[src/rtl/a25_mem_pkg.sv]
// a25_mem_pkg: shared encodings for the a25 memory-access stage.
// Size codes, FSM state type, write-back tag width and an alignment helper.
package a25_mem_pkg;

   localparam int LOAD_RD_W = 11;

   localparam logic [1:0] MEM_BYTE = 2'b00;
   localparam logic [1:0] MEM_HALF = 2'b01;
   localparam logic [1:0] MEM_WORD = 2'b10;

   typedef enum logic [1:0] {
      MEM_IDLE  = 2'b00,
      MEM_BUSY  = 2'b01,
      MEM_ABORT = 2'b10
   } mem_state_t;

   // True when the low address bits do not match the natural alignment of
   // the access size (size code 11 behaves as a word).
   function automatic logic f_misaligned(input logic [1:0] size,
                                         input logic [1:0] addr_lo);
      logic mis;
      case (size)
         MEM_BYTE: mis = 1'b0;
         MEM_HALF: mis = addr_lo[0];
         default:  mis = (addr_lo != 2'b00);
      endcase
      return mis;
   endfunction

endpackage

[src/rtl/a25_mem_align.sv]
// a25_mem_align: combinational byte-lane logic for the memory stage.
// Produces store byte enables, lane-replicated store data and the
// extracted, sign/zero-extended load value for a given size and address.
module a25_mem_align
   import a25_mem_pkg::*;
(
   input  logic [1:0]  i_size,
   input  logic [1:0]  i_addr_lo,
   input  logic        i_signed,
   input  logic [31:0] i_wdata,
   input  logic [31:0] i_rdata,
   output logic [3:0]  o_be,
   output logic [31:0] o_wdata,
   output logic [31:0] o_rdata
);

   logic [7:0]  w_byte;
   logic [15:0] w_half;

   // Byte field widened to 32 bits, sign-extended when requested.
   function automatic logic [31:0] f_ext8(input logic [7:0] v, input logic s);
      logic signed [7:0] sv;
      sv = v;
      return s ? 32'(sv) : {24'd0, v};
   endfunction

   // Halfword field widened to 32 bits, sign-extended when requested.
   function automatic logic [31:0] f_ext16(input logic [15:0] v, input logic s);
      logic signed [15:0] sv;
      sv = v;
      return s ? 32'(sv) : {16'd0, v};
   endfunction

   // Lane selection plus byte-enable / replication decode by access size.
   always_comb begin
      w_byte  = 8'd0;
      w_half  = 16'd0;
      o_be    = 4'b1111;
      o_wdata = i_wdata;
      o_rdata = i_rdata;
      case (i_addr_lo)
         2'd0:    w_byte = i_rdata[7:0];
         2'd1:    w_byte = i_rdata[15:8];
         2'd2:    w_byte = i_rdata[23:16];
         default: w_byte = i_rdata[31:24];
      endcase
      // addr[0] is deliberately not used: halfwords only pick by addr[1]
      w_half = i_addr_lo[1] ? i_rdata[31:16] : i_rdata[15:0];
      case (i_size)
         MEM_BYTE: begin
            o_be    = 4'b0001 << i_addr_lo;
            o_wdata = {4{i_wdata[7:0]}};
            o_rdata = f_ext8(w_byte, i_signed);
         end
         MEM_HALF: begin
            o_be    = 4'b0011 << {i_addr_lo[1], 1'b0};
            o_wdata = {2{i_wdata[15:0]}};
            o_rdata = f_ext16(w_half, i_signed);
         end
         default: begin
            o_be    = 4'b1111;
            o_wdata = i_wdata;
            o_rdata = i_rdata;
         end
      endcase
   end

endmodule

[src/rtl/a25_mem_load.sv]
// a25_mem_load: memory-access stage between execute and write-back.
// Accepts one load/store, runs a req/ack bus transaction and returns
// aligned load data to write-back with a one-cycle valid pulse.
// Optional build macro A25_MEM_ALIGN_CHECK_EN: misaligned halfword/word
// accesses are aborted (one-cycle o_mem_abort) instead of being issued.
module a25_mem_load
   import a25_mem_pkg::*;
(
   input  logic                 i_clk,
   input  logic                 i_rst_n,
   input  logic                 i_exec_valid,
   input  logic                 i_exec_write,
   input  logic [1:0]           i_exec_size,
   input  logic                 i_exec_signed,
   input  logic [31:0]          i_exec_addr,
   input  logic [31:0]          i_exec_wdata,
   input  logic [LOAD_RD_W-1:0] i_exec_load_rd,
   output logic                 o_bus_req,
   output logic                 o_bus_we,
   output logic [31:0]          o_bus_addr,
   output logic [3:0]           o_bus_be,
   output logic [31:0]          o_bus_wdata,
   input  logic                 i_bus_ack,
   input  logic [31:0]          i_bus_rdata,
   output logic                 o_mem_stall,
   output logic [31:0]          o_mem_read_data,
   output logic                 o_mem_read_data_valid,
   output logic [LOAD_RD_W-1:0] o_mem_load_rd,
   output logic [31:0]          o_daddress,
   output logic                 o_daddress_valid,
   output logic                 o_mem_abort
);

   mem_state_t           r_state;
   mem_state_t           w_next_state;
   mem_state_t           w_accept_state;
   logic                 w_accept;
   logic                 w_ack_done;

   logic                 r_write_p0;
   logic [1:0]           r_size_p0;
   logic                 r_signed_p0;
   logic [31:0]          r_addr_p0;
   logic [31:0]          r_wdata_p0;
   logic [LOAD_RD_W-1:0] r_load_rd_p0;

   logic [31:0]          r_rd_data_p1;
   logic [LOAD_RD_W-1:0] r_rd_tag_p1;
   logic [31:0]          r_daddr_p1;
   logic                 r_rd_vld_p1;
   logic                 r_da_vld_p1;

   logic [3:0]           w_be;
   logic [31:0]          w_bus_wdata;
   logic [31:0]          w_rd_ext;

   assign w_accept   = (r_state == MEM_IDLE) & i_exec_valid;
   assign w_ack_done = (r_state == MEM_BUSY) & i_bus_ack;

`ifdef A25_MEM_ALIGN_CHECK_EN
   assign w_accept_state = f_misaligned(i_exec_size, i_exec_addr[1:0]) ? MEM_ABORT : MEM_BUSY;
   assign o_mem_abort    = (r_state == MEM_ABORT);
`else
   assign w_accept_state = MEM_BUSY;
   assign o_mem_abort    = 1'b0;
`endif

   a25_mem_align u_align (
      .i_size    (r_size_p0),
      .i_addr_lo (r_addr_p0[1:0]),
      .i_signed  (r_signed_p0),
      .i_wdata   (r_wdata_p0),
      .i_rdata   (i_bus_rdata),
      .o_be      (w_be),
      .o_wdata   (w_bus_wdata),
      .o_rdata   (w_rd_ext)
   );

   // State register; reset forces IDLE and drops any in-flight access.
   always_ff @(posedge i_clk) begin
      if (!i_rst_n) r_state <= MEM_IDLE;
      else          r_state <= w_next_state;
   end

   // Next-state decode and state-derived outputs (stall, bus drive).
   always_comb begin
      w_next_state = r_state;
      o_mem_stall  = (r_state != MEM_IDLE);
      o_bus_req    = 1'b0;
      o_bus_we     = 1'b0;
      o_bus_addr   = 32'd0;
      o_bus_be     = 4'd0;
      o_bus_wdata  = 32'd0;
      case (r_state)
         MEM_IDLE: begin
            if (i_exec_valid) w_next_state = w_accept_state;
         end
         MEM_BUSY: begin
            o_bus_req   = 1'b1;
            o_bus_we    = r_write_p0;
            o_bus_addr  = {r_addr_p0[31:2], 2'b00};
            o_bus_be    = w_be;
            o_bus_wdata = w_bus_wdata;
            if (i_bus_ack) w_next_state = MEM_IDLE;
         end
         default: w_next_state = MEM_IDLE;
      endcase
   end

   // ---- p0: request capture at acceptance ----
   // Request fields held steady for the duration of the bus transaction.
   always_ff @(posedge i_clk) begin
      if (w_accept) begin
         r_write_p0   <= i_exec_write;
         r_size_p0    <= i_exec_size;
         r_signed_p0  <= i_exec_signed;
         r_addr_p0    <= i_exec_addr;
         r_wdata_p0   <= i_exec_wdata;
         r_load_rd_p0 <= i_exec_load_rd;
      end
   end

   // ---- p1: completion results toward write-back ----
   // Result/address registers hold between completions; valids pulse once.
   always_ff @(posedge i_clk) begin
      if (!i_rst_n) begin
         r_rd_data_p1 <= 32'd0;
         r_rd_tag_p1  <= '0;
         r_daddr_p1   <= 32'd0;
         r_rd_vld_p1  <= 1'b0;
         r_da_vld_p1  <= 1'b0;
      end else begin
         r_rd_vld_p1 <= w_ack_done & ~r_write_p0;
         r_da_vld_p1 <= w_ack_done;
         if (w_ack_done) begin
            r_daddr_p1 <= r_addr_p0;
            if (!r_write_p0) begin
               r_rd_data_p1 <= w_rd_ext;
               r_rd_tag_p1  <= r_load_rd_p0;
            end
         end
      end
   end

   assign o_mem_read_data       = r_rd_data_p1;
   assign o_mem_load_rd         = r_rd_tag_p1;
   assign o_mem_read_data_valid = r_rd_vld_p1;
   assign o_daddress            = r_daddr_p1;
   assign o_daddress_valid      = r_da_vld_p1;

endmodule

[config.mk]
export PLATFORM = sky130hd
export DESIGN_NAME = a25_mem_load
export DESIGN_NICKNAME = d
export VERILOG_FILES = /design/src/rtl/a25_mem_pkg.sv /design/src/rtl/a25_mem_align.sv /design/src/rtl/a25_mem_load.sv
export SDC_FILE = /design/constraint.sdc
export NUM_CORES = 1
export LEC_CHECK = 0
export BUFFER_PORTS_ARGS = -buffer_cell sky130_fd_sc_hd__buf_2
export CORE_UTILIZATION = 35
export CTS_BUF_LIST = sky130_fd_sc_hd__clkbuf_8
export DETAILED_ROUTE_END_ITERATION = 7
export MAX_ROUTING_LAYER = met4
export SYNTH_ARGS = -nofsm -noshare
export SYNTH_HDL_FRONTEND = slang
export SYNTH_HIERARCHICAL = 1
export SYNTH_SLANG_ARGS = --single-unit
[constraint.sdc]
create_clock -name i_clk -period 4.9 [get_ports i_clk]
set_input_delay 0.98 -clock i_clk [delete_from_list [all_inputs] [get_ports i_clk]]
set_output_delay 0.98 -clock i_clk [all_outputs]
set_load 0.05 [all_outputs]
==> After elaboration in Yosys (flattened, before gate mapping) <==
Index checks and enable logic that the tools add are counted.
{ "totals": {"in_bits": 115, "ff_bits": 158, "word_cells": 45, "output_inout_bits": 149} }
{ "op_classes": {"eq_ne": 6, "shifts": 2, "bitwise_logic": 4, "n_reduce_logical": 6, "muxes": 15} }
{ "op_table": {"columns": ["op", "n"], "rows": [
  ["$mux W32", 4],
  ["$pmux W32 S2", 2],
  ["$pmux W8 S3", 1],
  ["$mux W16", 1],
  ["$pmux W4 S2", 1],
  ["$eq A2 B1 Y1 const B", 3],
  ["$logic_not A2 Y1", 3],
  ["$mux W2", 2],
  ["$mux W4", 1],
  ["$ne A2 B2 Y1 const B", 2],
  ["$pmux W2 S2", 1],
  ["$reduce_and A2 Y1", 2],
  ["$shl A1 B2 Y4 const A", 1],
  ["$shl A2 B2 Y4 const A", 1],
  ["$and A1 B1 Y1", 3],
  ["$eq A2 B2 Y1 const B", 1],
  ["$mux W1", 2],
  ["$reduce_bool A2 Y1", 1],
  ["$not A1 Y1", 1]
]} }

==> Longest topological paths before layout <==
Gate-level depths: netlist of run 1.
{ "logic_depth": {"ltp_word": 4, "ltp_mapped": 7, "depth_no_buf": 5} }

==> Modules after synthesis <==
Netlist of run 1, hierarchy kept.
{ "by_module_without_submodules": {"columns": ["module", "area_each_um2", "instances", "seq_area_each_um2", "cells_per_inst"], "rows": [
  ["a25_mem_load", 6103.4, 1, 3933.8, 500],
  ["a25_mem_align", 1217.4, 1, 0.0, 179]
]} }

==> Least setup slack after synthesis of run 1 <==
OpenSTA, ideal clock, no wires.
{ "synth_timing": {"path_kind": "input port to flip-flop", "startpoint": "input i_exec_valid", "endpoint": "register r_addr_p0[0], enable pin", "required_time_ps": 4375, "arrival_time_ps": 4435, "setup_time_ps": 525, "cell_stages": 1, "n_path_buf": 0, "slack_ps": -61, "path_cell_list": "nor2b_1"} }
{ "synth_via": {"elab_chain_cells": 1} }
{ "synth_rtl": {"columns": ["item", "line", "text"], "rows": [
  ["from (decl)", "a25_mem_load.sv:11", "input logic i_exec_valid,"],
  ["$and A1 B1 Y1", "a25_mem_load.sv:57", "assign w_accept = (r_state == MEM_IDLE) & i_exec_valid;"],
  ["to (signal assigned)", "a25_mem_load.sv:117", "r_addr_p0 <= i_exec_addr;"],
  ["to (decl)", "a25_mem_load.sv:43", "logic [31:0] r_addr_p0;"]
]} }
No other way between the ends.
A chain may end at the register's enable or synchronous reset.

==> Worst setup path in the final report of run 1 <==
{ "layout_timing": {"startpoint": "register r_state[0]", "endpoint": "output o_bus_wdata[13]"} }
{ "layout_via": {"elab_chain_cells": 2} }
{ "layout_rtl": {"columns": ["item", "line", "text"], "rows": [
  ["from (decl)", "a25_mem_load.sv:34", "mem_state_t r_state;"],
  ["from (signal assigned)", "a25_mem_load.sv:82", "else r_state <= w_next_state;"],
  ["$eq A2 B1 Y1", "a25_mem_load.sv:94", "case (r_state)"],
  ["$mux W32", "a25_mem_load.sv:94", null],
  ["to (decl)", "a25_mem_load.sv:22", "output logic [31:0] o_bus_wdata,"]
]} }
No other way between the ends.

==> impl_table.tex, run 1 <==
\begin{tabular}{lr}
\hline
Metric & Value \\
\hline
\multicolumn{2}{l}{\textbf{GRT}} \\
\quad Total routing usage reported by global routing & 0.177 \\
\quad Antenna violations before repair & 2 \\
\quad First-pass GRT wire length & 28600 um \\
\quad Grt total ovfl & 0 \\
\quad Largest net degree at the start of global routing & 82 \\
\quad Vias in the first global route & about 5300 \\
\multicolumn{2}{l}{\textbf{STA}} \\
\quad Ratio of final minimum period to clock period & 0.654 \\
\quad Count of endpoints failing setup in the final report & 0 \\
\quad Maximum clock rate & about 310 MHz \\
\quad Setup TNS Final & 0 ns \\
\quad Post-route setup slack & between 1.5 and 2 ns \\
\quad Number of endpoints with negative hold slack in the final report & 0 \\
\quad Final Skew & roughly 0.014 ns \\
\quad Max Slew Vio Count & 0 \\
\quad Unrepaired setup endpoints after global routing & false \\
\quad Final period demand of the worst path & 3.21 ns \\
\quad Worst Tran Pin Value & 1.01 ns \\
\quad Relative max-transition margin & 0.329 \\
\multicolumn{2}{l}{\textbf{Synth}} \\
\quad Share of the yosys chip area belonging to registers & 0.537 \\
\quad Mapped Cells & approximately 680 \\
\quad Most used flip-flop cell after synthesis & sky130\_fd\_sc\_hd\_\_edfxtp\_1 \\
\quad Cell types with the largest area share after synthesis & sky130\_fd\_sc\_hd\_\_edfxtp\_1 32\%, sky130\_fd\_sc\_hd\_\_dfxtp\_1 21\%, sky130\_fd\_sc\_hd\_\_mux2i\_1 7.8\% \\
\quad Flip-flop and latch count after synthesis & approximately 160 \\
\quad EDFF count, synth & approximately 80 \\
\quad Synth warnings & 6 \\
\quad Distinct cell type count of the synthesized netlist & 38 \\
\quad Cell type contributing the most total cell area after synthesis & sky130\_fd\_sc\_hd\_\_edfxtp\_1 \\
\quad Yosys top cell area share & 0.324 \\
\quad Total standard cell area after synthesis & roughly 7300 um\^{}2 \\
\quad Synthesized area per cell & approximately 11 um\^{}2 \\
\quad Asr flop ratio synth & 0 \\
\multicolumn{2}{l}{\textbf{Floorplan}} \\
\quad Total I/O pin count & about 260 \\
\quad Area of the die & 21500 um\^{}2 \\
\quad Die Y-Extent & around 150 um \\
\quad Chip Width & approximately 150 um \\
\quad Effective utilization at floorplan & 0.359 \\
\quad Core Footprint & a little over 20000 um\^{}2 \\
\quad Cell row count & 52 \\
\multicolumn{2}{l}{\textbf{Power and ir drop}} \\
\quad Power density relative to cell area & roughly 340 nW/um\^{}2 \\
\quad Power Total & a little over 3 mW \\
\quad Peak VDD IR & about 0.18 mV \\
\quad Leak pwr & 4.06 nW \\
\multicolumn{2}{l}{\textbf{Finish}} \\
\quad Final cell utilization of the core & 0.444 \\
\quad Post-Layout Cell Count & between 1000 and 1500 \\
\quad Proportion of layout cells with a drive suffix above 1 & 0.356 \\
\quad Filler instances & a little over 2000 \\
\quad Layout Area Growth over Synthesis & 23.4\% \\
\quad Net count, final & roughly 1000 \\
\multicolumn{2}{l}{\textbf{Setup path}} \\
\quad Data arrival, critical path & 2.23 ns \\
\quad Number of cell instances on the worst register-to-register path & 3 \\
\quad Master of the slowest instance on the critical path & sky130\_fd\_sc\_hd\_\_dfxtp\_4 \\
\quad CP max stage delay & $\sim$0.7 ns \\
\quad Critical path launch point type & register \\
\quad Largest fanout on the critical path & 71 \\
\quad Worst Path Required & about 4 ns \\
\quad Type of the setup path with the least slack & reg -> out \\
\quad Cell Chain, Critical Path & buf\_4 -> and2\_1 -> buf\_2 \\
\quad Critical Path End Type & output pin \\
\multicolumn{2}{l}{\textbf{Clock network}} \\
\quad Root Driver & sky130\_fd\_sc\_hd\_\_clkbuf\_8 \\
\quad Skew-Pair Late Insertion Delay & about 0.45 ns \\
\quad Maximum number of buffers from clock root to sink & 2 \\
\quad CTS H-tree lvls & 4 \\
\quad Clock tree from TritonCTS & done \\
\quad Clock Sink Count & between 150 and 200 \\
\quad Post-cts gate resize count & 0 \\
\quad Number of buffers created by CTS & 17 \\
\quad Total of hold buffers inserted after clock tree synthesis & 0 \\
\quad Clock-pin slew on the worst setup and hold paths & about 0.1 ns \\
\quad Post-CTS setup repair buffer count & 0 \\
\multicolumn{2}{l}{\textbf{Place}} \\
\quad Final weighted congestion in routability-driven placement & between 0.8 and 0.9 \\
\quad Port Buffers & 260 \\
\quad Placed cells & $\sim$1100 \\
\quad Worst slack after detailed placement & 2.06 ns \\
\quad Total half-perimeter wirelength after legalization and detailed placement & 12800 um \\
\multicolumn{2}{l}{\textbf{Route}} \\
\quad Post-detailed-route wirelength per cell & about 16 um \\
\quad Number of iterations in the first detailed-routing pass & 4 \\
\quad Post-detailed-routing wire length & 18600 um \\
\quad Via count & 5628 \\
\quad Remaining DRCs & 0 \\
\quad Avg Vias per Cell & between 4 and 5 \\
\quad Violation count after the first detailed-route iteration & 270 \\
\quad Post-detailed-route count of antenna-violating nets & 0 \\
\multicolumn{2}{l}{\textbf{Flow run}} \\
\quad Max-cap violation count & 0 \\
\multicolumn{2}{l}{\textbf{Hold path}} \\
\quad Kind of path behind the tightest hold check & reg -> reg \\
\quad Worst hold path stage count & 2 \\
\multicolumn{2}{l}{\textbf{Status}} \\
\quad Status & finished, final reports clean \\
\hline
\end{tabular}
==> worst max-delay path, delay by kind of cell, from the launching register on <==
kind / cells / cell delay, ns
buffers and inverters: 2 / 0.81
DFF: 1 / 0.72
and+or+nand+nor: 1 / 0.22
==> power breakdown <==
group | switching [mW] | total (mW) | leakage, nW | internal [mW]
combinational | 0.373 | 0.536 | 2.47 | 0.163
clock | 0.540 | 1.01 | 0.203 | 0.469
sequential | 0.0369 | 1.48 | 1.39 | 1.45
==> kinds of logic (layout without fill, tap and decap cells) <==
kind of cell	after synthesis	count (layout)	synth area share
and+or+nand+nor	247	247	0.176
DFF	157	157	0.537
AOI/OAI and AO/OA	128	128	0.116
muxes	76	76	0.111
buffers and inverters	70	300	0.0598
other	1	6	0.000512
==> synthesized netlist by cell type (3+ instances only) <==
master	count
sky130_fd_sc_hd__a21boi_0	29
sky130_fd_sc_hd__o21a_1	32
sky130_fd_sc_hd__dfxtp_1	78
sky130_fd_sc_hd__buf_6	4
sky130_fd_sc_hd__and3_1	33
sky130_fd_sc_hd__mux2i_1	57
sky130_fd_sc_hd__buf_12	4
sky130_fd_sc_hd__buf_4	16
sky130_fd_sc_hd__clkbuf_1	28
sky130_fd_sc_hd__nand3_1	9
sky130_fd_sc_hd__edfxtp_1	79
sky130_fd_sc_hd__a21oi_1	34
sky130_fd_sc_hd__nand2_1	102
sky130_fd_sc_hd__o21bai_1	4
sky130_fd_sc_hd__o21ai_0	17
sky130_fd_sc_hd__and3b_1	8
sky130_fd_sc_hd__and2_1	67
sky130_fd_sc_hd__buf_2	15
sky130_fd_sc_hd__a221o_1	6
sky130_fd_sc_hd__nor2b_1	14
sky130_fd_sc_hd__mux2_2	17
sky130_fd_sc_hd__a21boi_1	3
sky130_fd_sc_hd__nor2_1	8
==> registers in the layout, indices dropped and copies added (netlist names), 2 cells and up <==
signal	flops
o_mem_load_rd	11
o_mem_read_data	32
r_size_p0	2
r_load_rd_p0	11
r_wdata_p0	32
r_addr_p0	32
o_daddress	32
==> cell usage in the layout, fill, tap and decap left out, types with 9 or more instances in the layout <==
cell	count
sky130_fd_sc_hd__a21boi_0	29
sky130_fd_sc_hd__a21oi_1	34
sky130_fd_sc_hd__and2_1	67
sky130_fd_sc_hd__and3_1	33
sky130_fd_sc_hd__buf_2	259
sky130_fd_sc_hd__clkbuf_8	17
sky130_fd_sc_hd__dfxtp_1	77
sky130_fd_sc_hd__edfxtp_1	79
sky130_fd_sc_hd__mux2_2	17
sky130_fd_sc_hd__mux2i_1	57
sky130_fd_sc_hd__nand2_1	102
sky130_fd_sc_hd__nand3_1	9
sky130_fd_sc_hd__nor2b_1	13
sky130_fd_sc_hd__o21a_1	32
sky130_fd_sc_hd__o21ai_0	17
==> per-stage QoR <==
step                hold slack (ns)  cell area [um^2]
floorplan                     0.419              7330
global placement              0.442              8610
detailed placement            0.445              8610
CTS                           0.459              9020
global route                  0.481              9030
finish                        0.458              9030
==> path summary, 6_finish.rpt <==
check	end	from	slack, ns
hold reg to reg	o_mem_read_data[19]$_SDFFE_PN0P_	o_mem_read_data[19]$_SDFFE_PN0P_	0.46
setup / recovery	o_bus_wdata[13]	r_state[0]$_SDFFE_PN0P_	1.69
setup reg to reg	r_load_rd_p0[5]$_DFFE_PP_	r_state[0]$_SDFFE_PN0P_	2.42
hold / removal	o_mem_read_data[19]$_SDFFE_PN0P_	o_mem_read_data[19]$_SDFFE_PN0P_	0.46
==> layout make-up <==
| class | instances | area [um^2] | share of cell area |
|---|---|---|---|
| repair buffers | 267 | 1370 | 0.152 |
| clock inverters | 15 | 179 | 0.0198 |
| multi-input cells | 454 | 2960 | 0.328 |
| diodes | 3 | 7.51 | 0.000831 |
| well taps | 270 | 338 | 0.0374 |
| inverters | 1 | 3.75 | 0.000416 |
| flip-flops and latches | 157 | 3940 | 0.436 |
| clock buffers | 17 | 234 | 0.0259 |
==> layer usage <==
metal | global-route usage | up-vias | wire, um
met5 | - | - | 0
met4 | 0.0526 | 0 | 208
met3 | 0.0416 | 13 | 1020
met2 | 0.281 | 178 | 8990
met1 | 0.222 | 2644 | 8400
li1 | - | 2793 | -
(Power assumes the default switching activity.)
==> run 2: changes to the inputs <==
--- a/config.mk
+++ b/config.mk
@@ -5,6 +5,7 @@
 export SDC_FILE = /design/constraint.sdc
 export NUM_CORES = 1
 export LEC_CHECK = 0
+export ABC_AREA = 1
 export BUFFER_PORTS_ARGS = -buffer_cell sky130_fd_sc_hd__buf_2
 export CORE_UTILIZATION = 35
 export CTS_BUF_LIST = sky130_fd_sc_hd__clkbuf_8
==> constraint.sdc (replaced) <==
create_clock -name i_clk -period 2.77 [get_ports i_clk]
set_input_delay 0.554 -clock i_clk [delete_from_list [all_inputs] [get_ports i_clk]]
set_output_delay 0.554 -clock i_clk [all_outputs]
set_load 0.05 [all_outputs]
==> run 2 against run 1 <==
Compared with the run above: clock-buffer cell count did not move; via count rose by 10%; register-to-register slack got worse by 2.0 ns; non-clock buffer count rose by 5; first-iteration DRC count rose by 24%; synthesized area fell by 2.3%; wire length rose by 1.8%; combinational power rose by 88%; sequential power rose by 79%; sequential share of layout area rose by 0.26 points; clock skew fell by 0.0017 ns; largest power group unchanged.
==> impl_table.tex, run 2 <==
\begin{tabular}{lr}
\hline
Metric & Value \\
\hline
\multicolumn{2}{l}{\textbf{Status}} \\
\quad Status & finished, final reports clean \\
\multicolumn{2}{l}{\textbf{Synth}} \\
\quad Total standard cell area after synthesis & 7160 um\^{}2 (-2.3\%) \\
\quad Flip-flop and latch count after synthesis & 157 (unchanged) \\
\quad Cell type contributing the most total cell area after synthesis & sky130\_fd\_sc\_hd\_\_edfxtp\_1 \\
\quad Distinct cell type count of the synthesized netlist & 24 (-37\%) \\
\quad EDFF count, synth & 79 (unchanged) \\
\quad Most frequent cell after synthesis & sky130\_fd\_sc\_hd\_\_nand2\_1 \\
\quad Synthesized area per cell & 8.05 um\^{}2 (-25\%) \\
\quad Top cells by count, synth & 345 x sky130\_fd\_sc\_hd\_\_nand2\_1, 117 x sky130\_fd\_sc\_hd\_\_inv\_1, 89 x sky130\_fd\_sc\_hd\_\_nor2\_1 \\
\quad Most used flip-flop cell after synthesis & sky130\_fd\_sc\_hd\_\_edfxtp\_1 \\
\quad Asr flop ratio synth & 0 (unchanged) \\
\quad Yosys top cell area share & 0.332 (+0.00748) \\
\quad Cell types with the largest area share after synthesis & sky130\_fd\_sc\_hd\_\_edfxtp\_1 33\%, sky130\_fd\_sc\_hd\_\_dfxtp\_1 22\%, sky130\_fd\_sc\_hd\_\_nand2\_1 18\% \\
\quad Share of the yosys chip area belonging to registers & 0.550 (+0.0124) \\
\quad Mapped Cells & 889 (+31\%) \\
\quad Synth warnings & 6 (unchanged) \\
\multicolumn{2}{l}{\textbf{Clock network}} \\
\quad Clock-pin slew on the worst setup and hold paths & 0.10 ns (about the same) \\
\quad Post-cts gate resize count & 0 (unchanged) \\
\quad Root Driver & sky130\_fd\_sc\_hd\_\_clkbuf\_8 \\
\quad Clock tree from TritonCTS & done \\
\quad Total of hold buffers inserted after clock tree synthesis & 0 (unchanged) \\
\quad Number of buffers created by CTS & 17 (unchanged) \\
\quad Clock Sink Count & 157 (unchanged) \\
\quad Post-CTS setup repair buffer count & 0 (unchanged) \\
\quad Skew-Pair Late Insertion Delay & 0.45 ns (about the same) \\
\quad CTS H-tree lvls & 4 (unchanged) \\
\quad Maximum number of buffers from clock root to sink & 2 (unchanged) \\
\multicolumn{2}{l}{\textbf{Setup path}} \\
\quad Worst-case register-to-register setup slack & 0.42 ns (-2.00 ns) \\
\quad Beginning of the worst register-to-register path & r\_size\_p0[1]\$\_DFFE\_PP\_ \\
\quad Most frequent CP cell & sky130\_fd\_sc\_hd\_\_nand2\_1 \\
\quad Critical Path End Type & output pin \\
\quad Largest fanout on the critical path & 7 (-90\%) \\
\quad Launch point of the critical path & r\_size\_p0[1]\$\_DFFE\_PP\_ \\
\quad Critical path launch point type & register \\
\quad Worst R2R End & o\_mem\_read\_data[16]\$\_SDFFE\_PN0P\_ \\
\quad Data arrival, critical path & 2.08 ns (-0.15 ns) \\
\quad Worst Setup EP & o\_bus\_wdata[27] \\
\quad Master of the slowest instance on the critical path & sky130\_fd\_sc\_hd\_\_edfxtp\_1 \\
\quad Number of cell instances on the worst register-to-register path & 7 (+4) \\
\quad Type of the setup path with the least slack & reg -> out \\
\quad Worst Path Required & 2.22 ns (-1.70 ns) \\
\quad CP max stage delay & 0.53 ns (-0.19 ns) \\
\quad Cell Chain, Critical Path & nor2\_2 -> buf\_4 -> nand2\_1 -> nand3\_1 -> nand2\_1 -> inv\_1 -> buf\_2 \\
\multicolumn{2}{l}{\textbf{STA}} \\
\quad Number of endpoints with negative hold slack in the final report & 0 (unchanged) \\
\quad Worst Tran Pin Value & 0.855 ns (-0.151 ns) \\
\quad Ratio of final minimum period to clock period & 0.950 \\
\quad Final Skew & 0.0124 ns (-0.00167 ns) \\
\quad Unrepaired setup endpoints after global routing & false \\
\quad Count of endpoints failing setup in the final report & 0 (unchanged) \\
\quad Maximum clock rate & 380 MHz \\
\quad Post-route setup slack & 0.139 ns (-1.55 ns) \\
\quad Max Slew Vio Count & 0 (unchanged) \\
\quad Final period demand of the worst path & roughly 2.6 ns \\
\quad Setup TNS Final & 0 ns (unchanged) \\
\quad Relative max-transition margin & 0.430 (+0.102) \\
\multicolumn{2}{l}{\textbf{Floorplan}} \\
\quad Chip Width & 145 um (-1.1\%) \\
\quad Effective utilization at floorplan & 0.362 (+0.00225) \\
\quad Die Y-Extent & 145 um (-1.1\%) \\
\quad Total I/O pin count & 264 (unchanged) \\
\quad Area of the die & 21000 um\^{}2 (-2.2\%) \\
\quad Core Footprint & 19800 um\^{}2 (-2.9\%) \\
\quad Cell row count & 51 (-1.9\%) \\
\multicolumn{2}{l}{\textbf{Place}} \\
\quad Total half-perimeter wirelength after legalization and detailed placement & 13300 um (+4.2\%) \\
\quad Worst slack after detailed placement & 0.412 ns (-1.65 ns) \\
\quad Placed cells & 1370 (+19\%) \\
\quad Final weighted congestion in routability-driven placement & 0.806 (-5.4\%) \\
\quad Port Buffers & 260 (unchanged) \\
\multicolumn{2}{l}{\textbf{GRT}} \\
\quad Vias in the first global route & 5772 (+9.2\%) \\
\quad First-pass GRT wire length & 29900 um (+4.7\%) \\
\quad Largest net degree at the start of global routing & 80 (-2.4\%) \\
\quad Total routing usage reported by global routing & 0.187 (+0.0107) \\
\quad Grt total ovfl & 0 (unchanged) \\
\quad Antenna violations before repair & 2 (unchanged) \\
\multicolumn{2}{l}{\textbf{Power and ir drop}} \\
\quad Power share of the combinational group & 0.188 (+0.011) \\
\quad Internal power & 3.58 mW (+72\%) \\
\quad Clk network pwr share & 0.317 (-0.016) \\
\quad Switching power share of the total & 0.332 (+0.0183) \\
\quad Net switching power & 1.78 mW (+87\%) \\
\quad Peak VDD IR & 0.374 mV (+110\%) \\
\quad Power Total & 5.35 mW (+77\%) \\
\quad Sequential share of power & 0.495 (+0.005) \\
\quad Power density relative to cell area & 597 nW/um\^{}2 (+78\%) \\
\quad Leak pwr & 5.23 nW (+29\%) \\
\multicolumn{2}{l}{\textbf{Flow run}} \\
\quad Max-cap violation count & 0 (unchanged) \\
\multicolumn{2}{l}{\textbf{Hold path}} \\
\quad Kind of path behind the tightest hold check & in -> reg \\
\multicolumn{2}{l}{\textbf{Finish}} \\
\quad Proportion of layout cells with a drive suffix above 1 & 0.303 (-0.0531) \\
\quad Most frequent standard cell in the layout excluding fill and tap cells & sky130\_fd\_sc\_hd\_\_nand2\_1 \\
\quad Post-Layout Cell Count & 1404 (+19\%) \\
\quad Most frequent cells in the layout & 345 x sky130\_fd\_sc\_hd\_\_nand2\_1, 260 x sky130\_fd\_sc\_hd\_\_buf\_2, 118 x sky130\_fd\_sc\_hd\_\_inv\_1 \\
\quad Layout Area Growth over Synthesis & 25.4\% \\
\quad Net count, final & 1239 (+22\%) \\
\quad Filler instances & 2037 (+0.30\%) \\
\multicolumn{2}{l}{\textbf{Route}} \\
\quad Via count & 6200 (+10\%) \\
\quad Post-detailed-route count of antenna-violating nets & 0 (unchanged) \\
\quad Avg Vias per Cell & 4.42 (-7.1\%) \\
\quad Post-detailed-route wirelength per cell & 13.5 um (-14\%) \\
\quad Remaining DRCs & 0 (unchanged) \\
\quad Number of iterations in the first detailed-routing pass & 5 (+1) \\
\quad Post-detailed-routing wire length & 18900 um (+1.8\%) \\
\quad Violation count after the first detailed-route iteration & 336 (+24\%) \\
\hline
\end{tabular}
[run 2: cell count changes after synthesis, moves of 17 or more]
cell	delta
sky130_fd_sc_hd__nand2_1	+243
sky130_fd_sc_hd__inv_1	+116
sky130_fd_sc_hd__nor2_1	+81
sky130_fd_sc_hd__and2_1	-67
sky130_fd_sc_hd__nand3_1	+67
sky130_fd_sc_hd__mux2i_1	-57
sky130_fd_sc_hd__a21oi_1	-34
sky130_fd_sc_hd__and3_1	-33
sky130_fd_sc_hd__o21a_1	-32
sky130_fd_sc_hd__a21boi_0	-29
sky130_fd_sc_hd__nand3_2	+23
sky130_fd_sc_hd__clkbuf_1	-17
sky130_fd_sc_hd__mux2_2	-17
[run 2: cell families (layout without fill, tap and decap cells)]
group | Yosys count | after routing | share of synthesized area
simple gates | 544 | 544 | 0.329
flops | 157 | 157 | 0.550
compound gates | 7 | 7 | 0.00629
other cells | 1 | 5 | 0.000524
buf+inv | 180 | 426 | 0.115
[run 2: power by group through the flow]
stage          clock (mW)  combinational [mW]  sequential, mW
6_report             1.70                1.01            2.65
5_1_grt              1.86                1.09            2.66
4_1_cts              1.76                1.02            2.65
3_5_place_dp            0                1.01            2.70
3_3_place_gp            0                1.01            2.70
2_1_floorplan           0               0.584            2.85
[run 2: cell type report]
type | count | area, um^2 | share of cell area
Inverter | 122 | 458 | 0.0510
Antenna cell | 2 | 5.00 | 0.000558
Timing Repair Buffer | 272 | 1430 | 0.159
Clock inverter | 15 | 158 | 0.0176
Sequential cell | 157 | 3940 | 0.439
Tap cell | 265 | 332 | 0.0370
Multi-Input combinational cell | 554 | 2420 | 0.270
Clock buffer | 17 | 234 | 0.0261
[run 2: stage by stage]
step                      instance area (um^2)  utilization  hold slack, ns
final                                     8970        0.454           0.263
after global routing                      8970        0.454           0.221
after CTS                                 8970        0.453           0.222
after detailed placement                  8580        0.434           0.451
after global placement                    8580        0.434           0.443
after floorplan                           7170            -           0.438
[run 2: worst min path at each step]
stage / start / end / slack, ns / cells after the start
5_1_grt: i_exec_wdata[4] / r_wdata_p0[4]$_DFFE_PP_ / 0.22 / 1
3_3_place_gp: r_addr_p0[15]$_DFFE_PP_ / o_daddress[15]$_SDFFE_PN0P_ / 0.44 / 2
6_report: i_exec_wdata[4] / r_wdata_p0[4]$_DFFE_PP_ / 0.26 / 1
2_1_floorplan: r_addr_p0[10]$_DFFE_PP_ / o_daddress[10]$_SDFFE_PN0P_ / 0.44 / 2
3_5_place_dp: r_addr_p0[5]$_DFFE_PP_ / o_daddress[5]$_SDFFE_PN0P_ / 0.45 / 2
4_1_cts: i_exec_wdata[18] / r_wdata_p0[18]$_DFFE_PP_ / 0.22 / 1
[run 2: layer usage]
layer | global-route usage | share of wire
met3 | 0.0569 | 0.083
met5 | - | 0
met2 | 0.295 | 0.47
met4 | 0.0612 | 0.014
met1 | 0.228 | 0.44
[run 2: critical path, delay by kind of cell (launching register included)]
kind	cells	cell delay, ns
flops	1	0.53
simple gates	4	0.54
buf+inv	3	0.56
==> run 3: changes to the inputs <==
--- a/config.mk
+++ b/config.mk
@@ -9,8 +9,10 @@
 export BUFFER_PORTS_ARGS = -buffer_cell sky130_fd_sc_hd__buf_2
 export CORE_UTILIZATION = 35
 export CTS_BUF_LIST = sky130_fd_sc_hd__clkbuf_8
+export CTS_CLUSTER_DIAMETER = 200
 export DETAILED_ROUTE_END_ITERATION = 7
 export MAX_ROUTING_LAYER = met4
+export SLEW_MARGIN = 0
 export SYNTH_ARGS = -nofsm -noshare
 export SYNTH_HDL_FRONTEND = slang
 export SYNTH_HIERARCHICAL = 1
==> constraint.sdc (replaced) <==
create_clock -name i_clk -period 2.7 [get_ports i_clk]
set_input_delay 0.54 -clock i_clk [delete_from_list [all_inputs] [get_ports i_clk]]
set_output_delay 0.54 -clock i_clk [all_outputs]
set_load 0.05 [all_outputs]
==> run 3 against run 2 <==
Compared with the run above: utilization rose by 0.42 points; global-route usage rose by 0.090 points; sequential share of layout area fell by 0.41 points; register-to-register slack got worse by 0.05 ns; sequential power rose by 3%; clock power rose by 9%; critical path type unchanged; largest cell class unchanged; largest power group unchanged; highest routed layer unchanged.
==> impl_table.tex, run 3 (synthesis gave the netlist of run 2 again) <==
\begin{tabular}{lr}
\hline
Metric & Value \\
\hline
\multicolumn{2}{l}{\textbf{Status}} \\
\quad Status & finished, final reports clean \\
\multicolumn{2}{l}{\textbf{STA}} \\
\quad Post-route setup slack & 0.0562 ns (-0.0830 ns) \\
\quad Ratio of final minimum period to clock period & 0.979 \\
\quad Max Slew Vio Count & 0 (unchanged) \\
\quad Final Skew & 0.0112 ns (-0.00128 ns) \\
\quad Relative max-transition margin & 0.434 (+0.00335) \\
\quad Final period demand of the worst path & 2.64 ns \\
\quad Unrepaired setup endpoints after global routing & true \\
\quad Worst Tran Pin Value & 0.849 ns (-0.00502 ns) \\
\quad Count of endpoints failing setup in the final report & 0 (unchanged) \\
\quad Maximum clock rate & $\sim$380 MHz \\
\quad Number of endpoints with negative hold slack in the final report & 0 (unchanged) \\
\multicolumn{2}{l}{\textbf{Route}} \\
\quad Max Used Layer & met4 \\
\quad Detailed-routed wire length on met2 & 8870 um (+0.44\%) \\
\quad Remaining DRCs & 0 (unchanged) \\
\quad Routed met1 length & 8820 um (+6.6\%) \\
\quad Number of iterations in the first detailed-routing pass & 5 (unchanged) \\
\quad Post-detailed-route count of antenna-violating nets & 0 (unchanged) \\
\quad Post-detailed-routing wire length & 19200 um (+1.5\%) \\
\quad Violation count after the first detailed-route iteration & 417 (+24\%) \\
\quad Via count & 6276 (+1.2\%) \\
\quad Post-detailed-route wirelength per cell & 13.6 um (+1.0\%) \\
\quad Met3 WL post-DR & 1310 um (-16\%) \\
\quad Avg Vias per Cell & 4.45 (+0.72\%) \\
\multicolumn{2}{l}{\textbf{GRT}} \\
\quad Grt total ovfl & 0 (unchanged) \\
\quad Total routing usage reported by global routing & 0.188 (+0.000897) \\
\quad Vias in the first global route & 5887 (+2.0\%) \\
\quad Antenna violations before repair & 1 (-1) \\
\quad Largest net degree at the start of global routing & 77 (-3.8\%) \\
\quad First-pass GRT wire length & 30400 um (+1.4\%) \\
\multicolumn{2}{l}{\textbf{Setup path}} \\
\quad Type of the setup path with the least slack & reg -> out \\
\quad Data arrival, critical path & 2.10 ns (+0.02 ns) \\
\quad Most frequent CP cell & sky130\_fd\_sc\_hd\_\_nand2\_1 \\
\quad Cell Chain, Critical Path & buf\_4 -> nor2\_2 -> nand2\_1 -> nand3\_1 -> nand2\_1 -> inv\_1 -> buf\_2 \\
\quad Worst-case register-to-register setup slack & 0.37 ns (-0.05 ns) \\
\quad Buffers and inverters on the worst path & 3 (unchanged) \\
\quad Critical path launch point type & register \\
\quad Largest fanout on the critical path & 10 (+3) \\
\quad Critical Path End Type & output pin \\
\quad CP max stage delay & 0.49 ns (-0.04 ns) \\
\quad Worst path top cell family by delay & simple AND/OR/NAND/NOR gates \\
\quad Master of the slowest instance on the critical path & sky130\_fd\_sc\_hd\_\_edfxtp\_1 \\
\quad Worst Path Required & 2.16 ns (-0.06 ns) \\
\multicolumn{2}{l}{\textbf{Place}} \\
\quad Placed cells & 1370 (unchanged) \\
\quad Worst slack after detailed placement & 0.239 ns (-0.173 ns) \\
\quad Final weighted congestion in routability-driven placement & 0.804 (-0.25\%) \\
\quad Total half-perimeter wirelength after legalization and detailed placement & 13300 um (+0.23\%) \\
\quad Port Buffers & 260 (unchanged) \\
\multicolumn{2}{l}{\textbf{Clock network}} \\
\quad Clock tree from TritonCTS & done \\
\quad Root Driver & sky130\_fd\_sc\_hd\_\_clkbuf\_8 \\
\quad Total of hold buffers inserted after clock tree synthesis & 0 (unchanged) \\
\quad Number of buffers created by CTS & 17 (unchanged) \\
\quad Maximum number of buffers from clock root to sink & 2 (unchanged) \\
\quad Clock Sink Count & 157 (unchanged) \\
\quad Skew-Pair Late Insertion Delay & 0.45 ns (about the same) \\
\quad CTS H-tree lvls & 4 (unchanged) \\
\quad Clock-pin slew on the worst setup and hold paths & 0.10 ns (about the same) \\
\multicolumn{2}{l}{\textbf{Power and ir drop}} \\
\quad Power density relative to cell area & 620 nW/um\^{}2 (+4.0\%) \\
\quad Power Total & 5.62 mW (+4.9\%) \\
\quad Peak VDD IR & 0.298 mV (-20\%) \\
\quad Leak pwr & 5.28 nW (+0.92\%) \\
\multicolumn{2}{l}{\textbf{Finish}} \\
\quad Most frequent cells in the layout & 345 x sky130\_fd\_sc\_hd\_\_nand2\_1, 256 x sky130\_fd\_sc\_hd\_\_buf\_2, 118 x sky130\_fd\_sc\_hd\_\_inv\_1 \\
\quad Most frequent standard cell in the layout excluding fill and tap cells & sky130\_fd\_sc\_hd\_\_nand2\_1 \\
\quad Final cell utilization of the core & 0.458 (+0.00424) \\
\quad Net count, final & 1247 (+0.65\%) \\
\quad FF+latch area & 3940 um\^{}2 (unchanged) \\
\quad Post-Layout Cell Count & 1411 (+0.50\%) \\
\quad Filler instances & 2003 (-1.7\%) \\
\quad Proportion of layout cells with a drive suffix above 1 & 0.307 (+0.00400) \\
\quad Layout Area Growth over Synthesis & 26.6\% \\
\quad Total area of multi-input combinational cells & 2430 um\^{}2 (+0.46\%) \\
\multicolumn{2}{l}{\textbf{Floorplan}} \\
\quad Effective utilization at floorplan & 0.362 (unchanged) \\
\quad Area of the die & 21000 um\^{}2 (unchanged) \\
\quad Die Y-Extent & 145 um (unchanged) \\
\quad Cell row count & 51 (unchanged) \\
\quad Total I/O pin count & 264 (unchanged) \\
\quad Core Footprint & 19800 um\^{}2 (unchanged) \\
\quad Chip Width & 145 um (unchanged) \\
\multicolumn{2}{l}{\textbf{Hold path}} \\
\quad Kind of path behind the tightest hold check & in -> reg \\
\multicolumn{2}{l}{\textbf{Flow run}} \\
\quad Max-cap violation count & 0 (unchanged) \\
\hline
\end{tabular}
run 3: per-stage QoR:
stage               instance area [um^2]  setup TNS (ns)  hold WS, ns
finish                              9060               0        0.252
global route                        9060          -0.249        0.211
CTS                                 8990               0        0.220
detailed placement                  8560               0        0.452
global placement                    8560               0        0.445
floorplan                           7170               0        0.438
run 3: layout make-up:
type,count,area share
Sequential cell,157,0.435
Antenna cell,1,0.000276
Inverter,122,0.0506
Timing Repair Buffer,279,0.164
Clock buffer,17,0.0258
Multi-Input combinational cell,555,0.269
Tap cell,265,0.0366
Clock inverter,15,0.0193
run 3: power breakdown:
part	switching (mW)	internal, mW
clock network	0.996	0.858
registers	0.0768	2.64
logic	0.772	0.274
run 3: layer usage:
metal	vias up	GRT usage
met5	-	-
met1	2842	0.240
met3	17	0.0465
met4	0	0.0574
met2	230	0.293
li1	3187	-
run 3: repair_timing:
item                                    CTS  global route
gates resized for setup                   2             5
setup buffers                             2             5
pin swaps                                 1             1
endpoints found under the setup margin    6            21
cloned                                    0             1
run 3: worst reg2reg max path, delay by kind of cell (launching register included):
| kind | cells | cell delay, ns |
|---|---|---|
| buffers and inverters | 1 | 0.18 |
| DFF | 1 | 0.51 |
| and+or+nand+nor | 6 | 1.57 |
run 3: final timing paths:
| kind | cells after the start | endpoint | start |
|---|---|---|---|
| setup / recovery | 7 | o_bus_wdata[24] | r_size_p0[1]$_DFFE_PP_ |
| hold / removal | 1 | r_addr_p0[21]$_DFFE_PP_ | i_exec_addr[21] |
| setup reg to reg | 7 | o_mem_read_data[8]$_SDFFE_PN0P_ | r_size_p0[0]$_DFFE_PP_ |
| hold reg to reg | 2 | o_daddress[2]$_SDFFE_PN0P_ | r_addr_p0[2]$_DFFE_PP_ |
